File: config.mk
export PLATFORM = sky130hd
export DESIGN_NAME = uart_tx_framer
export DESIGN_NICKNAME = d
export VERILOG_FILES = /design/src/rtl/uart_tx_framer.sv
export SDC_FILE = /design/constraint.sdc
export NUM_CORES = 1
export LEC_CHECK = 0
export BUFFER_PORTS_ARGS = -buffer_cell sky130_fd_sc_hd__buf_2
export CAP_MARGIN = 20
export CORE_ASPECT_RATIO = 1.5
export CORE_MARGIN = 10
export CORE_UTILIZATION = 61
export CTS_BUF_LIST = sky130_fd_sc_hd__clkbuf_8 sky130_fd_sc_hd__clkbuf_16
export DETAILED_ROUTE_END_ITERATION = 10
export HOLD_SLACK_MARGIN = 0.15
export PLACE_DENSITY = 0.87
export SETUP_SLACK_MARGIN = 0.02
export SLEW_MARGIN = 10
export SYNTH_ARGS = -nofsm -noshare
export SYNTH_HDL_FRONTEND = slang
export SYNTH_SLANG_ARGS = --single-unit
File: constraint.sdc
create_clock -name clk -period 5.4 [get_ports clk]
set_input_delay 0.27 -clock clk [delete_from_list [all_inputs] [get_ports clk]]
set_output_delay 0.27 -clock clk [all_outputs]
set_load 0.05 [all_outputs]
File: src/rtl/uart_tx_framer.sv
// uart_tx_framer
// Serialises one data word per valid/ready handshake into a UART frame:
// start bit, 5..MAX_DATA_W data bits LSB first, optional parity, 1 or 2 stop
// bits. One bit is shifted out per baud_tick interval.
//
// state  | meaning
// -------+---------------------------------------------------------------
// IDLE   | line high, tx_ready=1, waiting for tx_valid
// START  | start bit (0) on tx_out
// DATA   | data bits, LSB first, bit_cnt counts the bit being sent
// PARITY | parity bit on tx_out
// STOP   | stop bit(s) high, stop_cnt counts the stop bits sent
//
// Ports:
//   clk, rst        system clock, synchronous active-high reset
//   baud_tick       one-clk pulse ending each bit period
//   tx_data         word to send (bits above the configured length ignored)
//   tx_valid        tx_data / cfg_* valid
//   tx_ready        framer idle and able to accept a word
//   cfg_data_len    data bits per frame (clamped to 5..MAX_DATA_W on accept)
//   cfg_parity      00 none, 01 odd, 10 even, 11 mark
//   cfg_stop2       0 one stop bit, 1 two stop bits
//   tx_out          serial line, idles high
//   busy            frame in progress
//   baud_restart    one-clk pulse on accept to realign the baud generator
//   frame_done      one-clk pulse when the last stop bit ends
module uart_tx_framer #(
    parameter int MAX_DATA_W = 9,
    parameter int LEN_W      = 4
) (
    input  logic                  clk,
    input  logic                  rst,
    input  logic                  baud_tick,
    input  logic [MAX_DATA_W-1:0] tx_data,
    input  logic                  tx_valid,
    output logic                  tx_ready,
    input  logic [LEN_W-1:0]      cfg_data_len,
    input  logic [1:0]            cfg_parity,
    input  logic                  cfg_stop2,
    output logic                  tx_out,
    output logic                  busy,
    output logic                  baud_restart,
    output logic                  frame_done
);

    typedef enum logic [2:0] {IDLE, START, DATA, PARITY, STOP} state_t;

    state_t                state_q, state_d;
    logic [MAX_DATA_W-1:0] sh_q, sh_d;
    logic [LEN_W-1:0]      len_q, len_d;
    logic [LEN_W-1:0]      bit_cnt_q, bit_cnt_d;
    logic [1:0]            par_mode_q, par_mode_d;
    logic                  par_bit_q, par_bit_d;
    logic                  stop2_q, stop2_d;
    logic                  stop_cnt_q, stop_cnt_d;
    logic                  tx_out_d, tx_ready_d, busy_d;
    logic                  baud_restart_d, frame_done_d;

    logic [LEN_W-1:0]      len_c;
    logic [MAX_DATA_W-1:0] masked_c;
    logic                  par_c;

    // Clamped length and parity of the incoming word, used only at accept.
    // Parity covers just the bits that will actually be sent.
    always_comb begin
        len_c = cfg_data_len;
        if (cfg_data_len < LEN_W'(5))
            len_c = LEN_W'(5);
        else if (cfg_data_len > LEN_W'(MAX_DATA_W))
            len_c = LEN_W'(MAX_DATA_W);

        masked_c = '0;
        for (int i = 0; i < MAX_DATA_W; i++)
            if (i < int'(len_c))
                masked_c[i] = tx_data[i];

        case (cfg_parity)
            2'b01:   par_c = ~^masked_c;
            2'b10:   par_c = ^masked_c;
            2'b11:   par_c = 1'b1;
            default: par_c = 1'b0;
        endcase
    end

    always_comb begin
        state_d        = state_q;
        sh_d           = sh_q;
        len_d          = len_q;
        bit_cnt_d      = bit_cnt_q;
        par_mode_d     = par_mode_q;
        par_bit_d      = par_bit_q;
        stop2_d        = stop2_q;
        stop_cnt_d     = stop_cnt_q;
        tx_out_d       = tx_out;
        tx_ready_d     = tx_ready;
        busy_d         = busy;
        baud_restart_d = 1'b0;
        frame_done_d   = 1'b0;

        case (state_q)
            IDLE: begin
                tx_out_d   = 1'b1;
                tx_ready_d = 1'b1;
                busy_d     = 1'b0;
                if (tx_valid && tx_ready) begin
                    state_d        = START;
                    sh_d           = masked_c;
                    len_d          = len_c;
                    par_mode_d     = cfg_parity;
                    par_bit_d      = par_c;
                    stop2_d        = cfg_stop2;
                    tx_out_d       = 1'b0;
                    tx_ready_d     = 1'b0;
                    busy_d         = 1'b1;
                    baud_restart_d = 1'b1;
                end
            end
            START: begin
                if (baud_tick) begin
                    state_d   = DATA;
                    bit_cnt_d = '0;
                    tx_out_d  = sh_q[0];
                    sh_d      = sh_q >> 1;
                end
            end
            DATA: begin
                if (baud_tick) begin
                    if (bit_cnt_q == len_q - 1'b1) begin
                        if (par_mode_q != 2'b00) begin
                            state_d  = PARITY;
                            tx_out_d = par_bit_q;
                        end else begin
                            state_d    = STOP;
                            stop_cnt_d = 1'b0;
                            tx_out_d   = 1'b1;
                        end
                    end else begin
                        bit_cnt_d = bit_cnt_q + 1'b1;
                        tx_out_d  = sh_q[0];
                        sh_d      = sh_q >> 1;
                    end
                end
            end
            PARITY: begin
                if (baud_tick) begin
                    state_d    = STOP;
                    stop_cnt_d = 1'b0;
                    tx_out_d   = 1'b1;
                end
            end
            STOP: begin
                if (baud_tick) begin
                    if (stop2_q && !stop_cnt_q) begin
                        stop_cnt_d = 1'b1;
                    end else begin
                        state_d      = IDLE;
                        tx_out_d     = 1'b1;
                        busy_d       = 1'b0;
                        tx_ready_d   = 1'b1;
                        frame_done_d = 1'b1;
                    end
                end
            end
            default: begin
                state_d    = IDLE;
                tx_out_d   = 1'b1;
                tx_ready_d = 1'b1;
                busy_d     = 1'b0;
            end
        endcase
    end

    always_ff @(posedge clk) begin
        if (rst) begin
            state_q      <= IDLE;
            sh_q         <= '0;
            len_q        <= LEN_W'(5);
            bit_cnt_q    <= '0;
            par_mode_q   <= 2'b00;
            par_bit_q    <= 1'b0;
            stop2_q      <= 1'b0;
            stop_cnt_q   <= 1'b0;
            tx_out       <= 1'b1;
            tx_ready     <= 1'b1;
            busy         <= 1'b0;
            baud_restart <= 1'b0;
            frame_done   <= 1'b0;
        end else begin
            state_q      <= state_d;
            sh_q         <= sh_d;
            len_q        <= len_d;
            bit_cnt_q    <= bit_cnt_d;
            par_mode_q   <= par_mode_d;
            par_bit_q    <= par_bit_d;
            stop2_q      <= stop2_d;
            stop_cnt_q   <= stop_cnt_d;
            tx_out       <= tx_out_d;
            tx_ready     <= tx_ready_d;
            busy         <= busy_d;
            baud_restart <= baud_restart_d;
            frame_done   <= frame_done_d;
        end
    end

endmodule
* Yosys cells after proc, flatten, opt, wreduce, memory -nomap -nowiden
Index checks and enable logic that the tools add are counted.
** Word-level totals
- Bits in registers :: 30
- Output and inout bits :: 5
- Bits of input ports :: 20
- Logic and storage cells :: 120
** Operators by class
- Mux-type cells :: 52
- Bitwise logic cells :: 4
- Equality and inequality tests :: 18
- Add/subtract/negate cells :: 2
- Reduce and logical (&&, ||, !) cells :: 20
- Order comparisons :: 11
** Operator list (number)
- 9-bit two-way mux :: 4
- 1-bit two-way mux :: 27
- 9-bit case mux with 3 select lines :: 1
- 3-bit two-way mux :: 8
- 4-bit two-way mux :: 5
- 2-bit inequality test, second input constant :: 10
- 3-bit by 4-bit less-than comparator with 1-bit output, first input constant :: 4
- 3-bit case mux with 5 select lines :: 1
- 7-bit AND reduction :: 2
- 1-bit case mux with 3 select lines :: 4
- 5-bit AND reduction :: 2
- 9-bit XNOR reduction :: 1
- 9-bit XOR reduction :: 1
- 1-bit by 4-bit less-than comparator with 1-bit output, first input constant :: 2
- 2-bit by 4-bit less-than comparator with 1-bit output, first input constant :: 2
- 4-bit case mux with 2 select lines :: 1
- 3-bit by 2-bit equality test with 1-bit output, second input constant :: 2
- 3-bit nonzero test :: 2
- 3-bit OR reduction :: 2
- 1-bit case mux with 5 select lines :: 1
- 4-bit by 1-bit adder with 4-bit output, second input constant :: 1
- 2-bit equality test, second input constant :: 2
- 4-bit equality test :: 1
- 4-bit > comparator, second input constant :: 1
- 15 further kinds :: 20

* Logic depth before layout (Yosys ltp)
Gate-level depths: netlist (run 1).
- Depth after elaboration :: 7
- Mapped depth :: 9
- Mapped depth without buffers :: 7

* Worst setup path before layout (run 1)
OpenSTA, ideal clock, no wires.
- Kind :: register to register
- Start :: register len_q[0]
- End :: register sh_q[6]
- Required time :: 5259 ps
- Setup slack :: 3577 ps
- Period minus slack after synthesis :: 1823 ps
- Stages on the path, launching flop included :: 10
- Data arrival time :: 1682 ps
- Setup time :: 141 ps
- Path buffers :: 2
- Cell sequence :: dfxtp_1 > inv_1 > ha_1 > xor2_1 > nand3_1 > o311a_1 > buf_6 > buf_6 > nor2_1 > a211oi_2
** On the way
- Cells in the longest elaborated chain, start to end :: 4
** Ends and longest elaborated chain
- start: declaration :: line 50 : logic [LEN_W-1:0] len_q, len_d;
- start signal: assignment :: line 191 : len_q <= len_d;
- 4-bit by 1-bit subtractor with 4-bit output :: line 128 : if (bit_cnt_q == len_q - 1'b1) begin
- 4-bit equality test :: line 128
- 2-bit inequality test (no source line)
- 5-bit AND reduction (no source line)
- end signal: assignment :: line 176 : sh_q <= '0;
- end signal: assignment :: line 190 : sh_q <= sh_d;
- end: declaration :: line 49 : logic [MAX_DATA_W-1:0] sh_q, sh_d;
Every way passes these cells.
A chain may end at the register's enable or synchronous reset.

* Final worst setup path (run 1)
- Start :: register state_q[0]
- End :: register sh_q[4]
** On the way
- Cells in the longest elaborated chain, start to end :: 3
- Elaborated cells on any way between the ends :: 10
- Classes of those cells :: eq/ne (6); mux (1); reduce/logical (3)
** Ends and longest elaborated chain
- start: declaration :: line 48 : state_t state_q, state_d;
- start signal: assignment :: line 189 : state_q <= state_d;
- 3-bit by 2-bit equality test with 1-bit output (tied with other cells) :: line 100 : case (state_q)
- 2-bit inequality test (no source line) / 3-bit nonzero test (equally long branches)
- 5-bit AND reduction (no source line)
Parallel ways exist; a longest one is shown, timed or not.

==> impl_metrics.yaml, run 1 <==
clock_tree:
  clock_latency_ns: 0.29
  cts_setup_buffers: 0
  cts_hold_buf: 0
  cts_resized: 0
  cts_tree: "yes"
  clkSinkCount: 30
  htree_levels: 2
  cts_buffers: 5
  clk_transition_reported_paths_ns: 0.07
  clockRootBuffer: "clkbuf_8"
  clockBufferDepth: 2
timing:
  finalHoldViolations: 0
  tns_ns: 0
  finalSetupViolCount: 0
  period_share: 0.406
  slew_violations: 0
  rsz0062_at_grt: "false"
  max-slew-margin-rel: 0.497
  worst_pin_slew_ns: 0.754
  hold_slack_ns: 0.241
  max_freq_mhz: 456
  fin_skew_ns: 0.00650
  finalCriticalPeriod_ns: 2.19
yosys:
  synth_edf_count: 0
  ys_seq_elements: 30
  synthFlopType: "dfxtp_1"
  ys_warn_count: 0
  yosysSeqAreaShare: 0.339
  synth_top_area_frac: 0.339
  synthArstFlopShare: 0
  synth.distinct_cells: 60
  synthCells: 205
  synth.avg_cell_area_um2: 8.64
  synth_top_cell_by_area: "dfxtp_1"
  syn_area_mm2: 0.00177
  synth_area_leaders: "dfxtp_1 (34%), nand2_1 (5.5%), nor2_1 (4.9%)"
  synth_nets: 227
placement:
  gp_congestion: 0.849
  place_hpwl_um: 3000
  port-buffer-count: 24
  placed_area_mm2: 0.00186
power_and_ir_drop:
  power.net_switching_mw: 0.486
  p_sw_frac: 0.460
  ir_worst_vdd_uv: 358
  cellLeakagePower_nw: 0.771
  p_per_area_mw_per_mm2: 545
  p_comb_frac: 0.518
  p_int_mw: 0.570
  pwr-share-clk: 0.159
  seq_power_share: 0.323
layout:
  design_area_mm2: 0.00194
  drive_gt1_frac: 0.202
  area_delta_synth_final_pct: 9.39
  layout_common_cells: "dfxtp_1 (30), nand2_1 (26), buf_2 (24)"
  final_nets: 245
  final_common_cell: "dfxtp_1"
  diodes: 0
route:
  wire_per_inst_um: 15.9
  drt-met1-wl_um: 1690
  drt_wl_total_um: 4130
  top_layer_used: "met4"
  vias: 1586
  antenna_left: 0
  vias_per_cell: 6.10
  drc: 0
  drt-pass1-iter-count: 4
  drtIter0Drc: 68
  wl_met2_um: 2110
  wl_met3_um: 191
global_routing:
  grt_max_degree: 36
  antenna_found_initial: 0
  grt-ovfl-total: 0
  track_usage: 0.156
  grt_pass1_vias: 1586
  grt_pass1_wl_um: 6970
critical_path:
  path_cells: "xor2_1 -> a32o_1 -> o311a_1 -> nor2_1 -> a311oi_2"
  end_kind: "flop"
  cp_max_fo: 17
  critical_path_class: "reg2reg"
  worstPathArrival_ns: 2.39
  cp.required_ns: 5.59
  cpMaxStageDelayCell: "o311a_1"
  cp_slowest_stage_delay_ns: 0.64
  worst_setup_path_start_kind: "flop"
status:
  status: "complete, no violations"
floorplanning:
  dieArea_mm2: 0.00550
  io-pin-count: 25
  die_w_um: 64.0
  start_util: 0.648
  core_mm2: 0.00273
  rows: 23
  die_h_um: 86.0
hold_path:
  hold_class: "in2reg"
job:
  cap_viol_max_count: 0
[per-stage QoR]
stage / total power [mW] / setup WS (ns) / std cells / utilization
5_1_grt: 1.13 / 2.99 / 260 / 0.709
3_3_place_gp: 0.865 / 3.32 / 253 / 0.681
2_1_floorplan: 0.808 / 3.58 / 205 / -
4_1_cts: 1.05 / 3.23 / 260 / 0.709
3_5_place_dp: 0.884 / 3.25 / 253 / 0.681
6_report: 1.06 / 3.21 / 260 / 0.709
[worst paths after layout]
path                       from             to  slack (ns)  cells after the start
setup / recovery     state_q[0]        sh_q[4]        3.21                      5
hold / removal        cfg_stop2        stop2_q        0.24                      3
setup reg to reg     state_q[0]        sh_q[4]        3.21                      5
hold reg to reg   par_mode_q[0]  par_mode_q[0]        0.46                      2
[power groups by stage]
stage | Sequential [mW] | Clock, mW | Combinational, mW
floorplan | 0.350 | 0 | 0.457
global placement | 0.339 | 0 | 0.526
detailed placement | 0.343 | 0 | 0.541
CTS | 0.339 | 0.169 | 0.544
global route | 0.349 | 0.181 | 0.605
finish | 0.341 | 0.168 | 0.546
[worst max-delay path: cells and delay by family, from the launching register on]
kind,cells,cell delay [ns]
AO/OA/AOI/OAI,3,1.10
XOR/XNOR,1,0.33
flip-flops,1,0.56
AND/OR/NAND/NOR,1,0.11
[flip-flops by register name (all words and copies together), names as in the netlist, 2 cells and up]
signal and flops:
bit_cnt_q 4, sh_q 9, par_mode_q 2, len_q 4, state_q 3
[synthesized netlist by cell type, drive strengths merged (2+ instances only)]
library cell  number
a211oi             6
a21o               2
a21oi             14
a311oi             5
a31oi              2
and3               3
buf                7
clkbuf             6
dfxtp             30
ha                 2
inv                5
mux2               2
nand2             26
nand2b             6
nand3              3
nand3b             3
nor2              23
nor2b              3
nor3               8
nor4b              2
o21a               2
o21ai              6
o22ai              2
o2bb2ai            2
or3                2
xnor2              4
xnor3              2
xor2               5
[metal layers]
metal	vias to the layer above	GRT usage
met1	751	0.164
met4	0	0.0918
met3	13	0.0521
met2	45	0.263
met5	-	0
li1	777	-
[cell type report]
class | instances | area [um2]
clock buffers | 5 | 68.8
clock inverters | 2 | 7.51
fillers | 228 | 796
inverters | 5 | 18.8
multi-input cells | 157 | 1080
flip-flops and latches | 30 | 601
well taps | 37 | 46.3
repair buffers | 24 | 120
[cells by family (layout without fill, tap and decap cells)]
| kind of cell | after synthesis | in the layout | share of synthesized area |
|---|---|---|---|
| AOI/OAI and AO/OA | 55 | 55 | 0.263 |
| xor gates and xnor gates | 11 | 11 | 0.0699 |
| adders and majority gates | 2 | 2 | 0.0141 |
| buffers and inverters | 18 | 36 | 0.0537 |
| DFF | 30 | 30 | 0.339 |
| muxes | 3 | 3 | 0.0184 |
| and+or+nand+nor | 86 | 86 | 0.242 |
(Power assumes the default switching activity.)
==> run 2: changes to the inputs <==
Settings changed: CORE_UTILIZATION 61 to 56, PLACE_DENSITY 0.87 to 0.81.
Clock period 5.4 ns to 2.1 ns, I/O delays scaled along.
==> impl_metrics.yaml, run 2 (same netlist as run 1, synthesis figures left out) <==
status:
  status: "complete, no violations"
layout:
  post-route-util: 0.690
  final_common_cell: "dfxtp_1"
  final_nets: 260
  diodes: 0
  area_delta_synth_final_pct: 20.6
  n_fill_cell: 238
  largest_reg_flops: 9
  regMostFlops: "sh_q"
  layout_common_cells: "dfxtp_1 (29), nand2_1 (26), buf_2 (24)"
  drive_gt1_frac: 0.234
  top_regs: "sh_q x9, bit_cnt_q x4, len_q x4"
placement:
  gp_congestion: 0.840
  port-buffer-count: 24
  place_hpwl_um: 2980
  post-place-ws_ns: -0.0411
clock_tree:
  clkSinkCount: 30
  cts_tree: "yes"
  htree_levels: 2
  clockBufferDepth: 2
  cts_buffers: 5
  clockRootBuffer: "clkbuf_8"
  clock_latency_ns: 0.29
  clk_transition_reported_paths_ns: 0.06
timing:
  max_freq_mhz: 512
  hold_slack_ns: 0.167
  worst_pin_slew_ns: 0.461
  slew_violations: 0
  finalSetupViolCount: 0
  finalHoldViolations: 0
  period_share: 0.931
  rsz0062_at_grt: "false"
  setup_ws_ns: 0.146
  fin_skew_ns: 0.00277
  max-slew-margin-rel: 0.690
  finalCriticalPeriod_ns: 1.95
job:
  cap_viol_max_count: 0
critical_path:
  cp_max_fo: 8
  timing.rr.end: "bit_cnt_q[0]"
  r2r.worst_path.cells: 7
  reg2reg_setup_slack_ns: 0.15
  end_kind: "flop"
  worst_setup_path_start_kind: "flop"
  timing.rr.start: "len_q[0]"
  cp.required_ns: 2.27
  endpoint: "bit_cnt_q[0]"
  critical_path_class: "reg2reg"
  crit_start: "len_q[0]"
  worstPathArrival_ns: 2.13
route:
  drtIter0Drc: 48
  vias: 1621
  drt-pass1-iter-count: 4
  antenna_left: 0
  drt_wl_total_um: 4310
  wire_per_inst_um: 15.4
  vias_per_cell: 5.81
  drc: 0
global_routing:
  track_usage: 0.160
  grt_pass1_wl_um: 7400
  grt_pass1_vias: 1649
  grt-ovfl-total: 0
  grt_max_degree: 35
  antenna_found_initial: 0
floorplanning:
  core_mm2: 0.00310
  rows: 25
  die_h_um: 88.9
  io-pin-count: 25
  die_w_um: 65.9
  dieArea_mm2: 0.00586
  start_util: 0.572
power_and_ir_drop:
  p_per_area_mw_per_mm2: 1390
  ir_worst_vdd_uv: 977
  cellLeakagePower_nw: 0.853
hold_path:
  hold_class: "in2reg"
-- run 2: how the worst min path moves through the flow --
stage,from,to,slack (ns),cells after the start
global placement,cfg_stop2,stop2_q,0.35,3
global route,cfg_data_len[3],len_q[3],0.19,3
detailed placement,cfg_stop2,stop2_q,0.37,3
CTS,cfg_data_len[3],len_q[3],0.16,3
floorplan,baud_tick,frame_done,0.23,2
finish,cfg_data_len[3],len_q[3],0.17,3
-- run 2: layer usage --
metal / part of all wire / up-vias / global-route usage / wire, um
li1: - / 808 / - / -
met1: 0.38 / 764 / 0.159 / 1630
met2: 0.53 / 34 / 0.280 / 2300
met3: 0.050 / 15 / 0.0489 / 215
met4: 0.037 / 0 / 0.0996 / 159
met5: 0 / - / 0 / 0
-- run 2: through the flow --
stage | instance area [um2] | total power [mW] | TNS, ns | cells
finish | 2140 | 2.96 | 0 | 279
global route | 2140 | 3.17 | 0 | 279
CTS | 2110 | 2.91 | 0 | 279
detailed placement | 1900 | 2.33 | -0.0919 | 261
global placement | 1900 | 2.29 | 0 | 261
floorplan | 1770 | 2.08 | 0 | 205
-- run 2: power by group --
| group | switching [mW] | internal, mW |
|---|---|---|
| sequential | 0.140 | 0.734 |
| clock | 0.220 | 0.330 |
| combinational | 0.934 | 0.602 |
-- run 2: what timing repair did --
item,CTS,global route
hold buffers,10,0
gates cloned,0,0
resized for setup,1,4
setup buffers,0,0
hold endpoints to repair,10,0
setup endpoints to repair,5,3
-- run 2: area by class of cell --
cell class	instances	area [um2]	share of cell area
multi-input combinational	157	1100	0.514
sequential	30	602	0.282
clock buffer	8	110	0.0516
tap	40	50.0	0.0234
timing repair buffer	39	258	0.121
inverter	5	18.8	0.00879
-- run 2: critical path, stage by stage, from the launching register on --
cell and delay (ns):
dfxtp_1 0.39, inv_1 0.06, ha_1 0.30, xor2_1 0.13
nand3_1 0.19, o21ai_4 0.30, a21oi_2 0.15, mux2_1 0.32
==> run 3: changes to the inputs <==
Settings changed: CORE_UTILIZATION 56 to 61, PLACE_DENSITY 0.81 to 0.87, SLEW_MARGIN 10 to 20.
Clock period 2.1 ns to 2.55 ns, I/O delays scaled along.
==> impl_metrics.yaml, run 3 (same netlist as run 1, synthesis figures left out) <==
critical_path:
  worst_setup_path_start_kind: "flop"
  critical_path.top_delay_family: "compound AO/OA/AOI/OAI gates"
  cp_slowest_stage_delay_ns: 0.65
  cpMaxStageDelayCell: "o311a_1"
  cp.required_ns: 2.74
  critical_path_class: "reg2reg"
  worstPathArrival_ns: 2.36
  path_cells: "inv_1 -> ha_1 -> xor2_1 -> nand3_1 -> o311a_1 -> nor2_1 -> a311oi_2"
  end_kind: "flop"
  path_buf_inv: 1
  cp_max_fo: 17
clock_tree:
  clock_latency_ns: 0.28
  clk_transition_reported_paths_ns: 0.06
  clockBufferDepth: 2
  htree_levels: 2
  clockRootBuffer: "clkbuf_8"
  clkSinkCount: 30
  cts_setup_buffers: 0
  cts_buffers: 5
  cts_tree: "yes"
layout:
  layoutNonFillerInstCount: 267
  drive_gt1_frac: 0.209
  area_delta_synth_final_pct: 12.9
  largest_reg_flops: 9
  diodes: 0
  layout_common_cells: "dfxtp_1 (30), nand2_1 (26), buf_2 (24)"
  top_regs: "sh_q x9, bit_cnt_q x4, len_q x4"
  final_common_cell: "dfxtp_1"
  final_nets: 252
  n_fill_cell: 200
  regMostFlops: "sh_q"
route:
  drt-met1-wl_um: 1670
  wl_met3_um: 145
  antenna_left: 0
  wire_per_inst_um: 15.2
  drt_wl_total_um: 4060
  top_layer_used: "met4"
  vias_per_cell: 5.83
  drtIter0Drc: 44
  drt-pass1-iter-count: 4
  wl_met2_um: 2120
  drc: 0
  vias: 1557
timing:
  rsz0062_at_grt: "false"
  finalSetupViolCount: 0
  max-slew-margin-rel: 0.522
  max_freq_mhz: 463
  finalCriticalPeriod_ns: 2.16
  period_share: 0.847
  finalHoldViolations: 0
  worst_pin_slew_ns: 0.717
  tns_ns: 0
  slew_violations: 0
  fin_skew_ns: 0.00229
placement:
  gp_congestion: 0.854
  placed_cells: 256
  place_hpwl_um: 3010
  port-buffer-count: 24
power_and_ir_drop:
  cellLeakagePower_nw: 0.803
  p_per_area_mw_per_mm2: 1130
  total_power_mw: 2.27
  ir_worst_vdd_uv: 785
floorplanning:
  dieArea_mm2: 0.00550
  io-pin-count: 25
  core_mm2: 0.00273
  die_h_um: 86.0
  rows: 23
  start_util: 0.648
  die_w_um: 64.0
global_routing:
  grt_pass1_vias: 1598
  antenna_found_initial: 0
  grt-ovfl-total: 0
  grt_max_degree: 36
  track_usage: 0.160
  grt_pass1_wl_um: 7220
job:
  cap_viol_max_count: 0
hold_path:
  hold_class: "in2reg"
status:
  status: "complete, no violations"
run 3: power breakdown:
| group | total (mW) | internal [mW] | switching, mW |
|---|---|---|---|
| registers | 0.701 | 0.603 | 0.0987 |
| logic | 1.22 | 0.456 | 0.764 |
| clock network | 0.349 | 0.179 | 0.170 |
| total | 2.27 | 1.24 | 1.03 |
run 3: repair_timing:
action,4_1_cts,5_1_grt
hold buffers,4,0
hold endpoints to repair,4,0
resized for setup,0,0
run 3: worst paths after layout:
kind / startpoint / to / slack, ns / cells after the start
worst max-delay path: len_q[0] / sh_q[1] / 0.39 / 7
worst max register to register: len_q[0] / sh_q[1] / 0.39 / 7
worst min-delay path: tx_data[2] / sh_q[2] / 0.16 / 3
worst min register to register: par_mode_q[0] / par_mode_q[0] / 0.46 / 2
run 3: area by class of cell:
cell class,count,area [um2],share of cell area
clock buffers,5,68.8,0.0344
clock inverters,2,7.51,0.00375
inverters,5,18.8,0.00938
multi-input cells,157,1080,0.538
flip-flops and latches,30,601,0.300
well taps,37,46.3,0.0231
repair buffers,31,183,0.0913
run 3: per-layer routing:
metal	up-vias	global-route usage
met3	16	0.0482
met1	718	0.158
met5	-	0
met4	0	0.0798
li1	789	-
met2	34	0.292
run 3: worst register-to-register path, stage by stage, from the launching register on:
cell and delay [ns]:
dfxtp_1 0.38, inv_1 0.06, ha_1 0.30, xor2_1 0.14
nand3_1 0.14, o311a_1 0.65, nor2_1 0.14, a311oi_2 0.27
run 3: stage by stage:
stage	utilization	instance area, um2	hold slack (ns)	setup WS, ns
3_5_place_dp	0.689	1880	0.377	0.453
5_1_grt	0.732	2000	0.168	0.233
3_3_place_gp	0.689	1880	0.372	0.520
2_1_floorplan	-	1770	0.252	0.727
4_1_cts	0.732	2000	0.155	0.408
6_report	0.732	2000	0.161	0.389
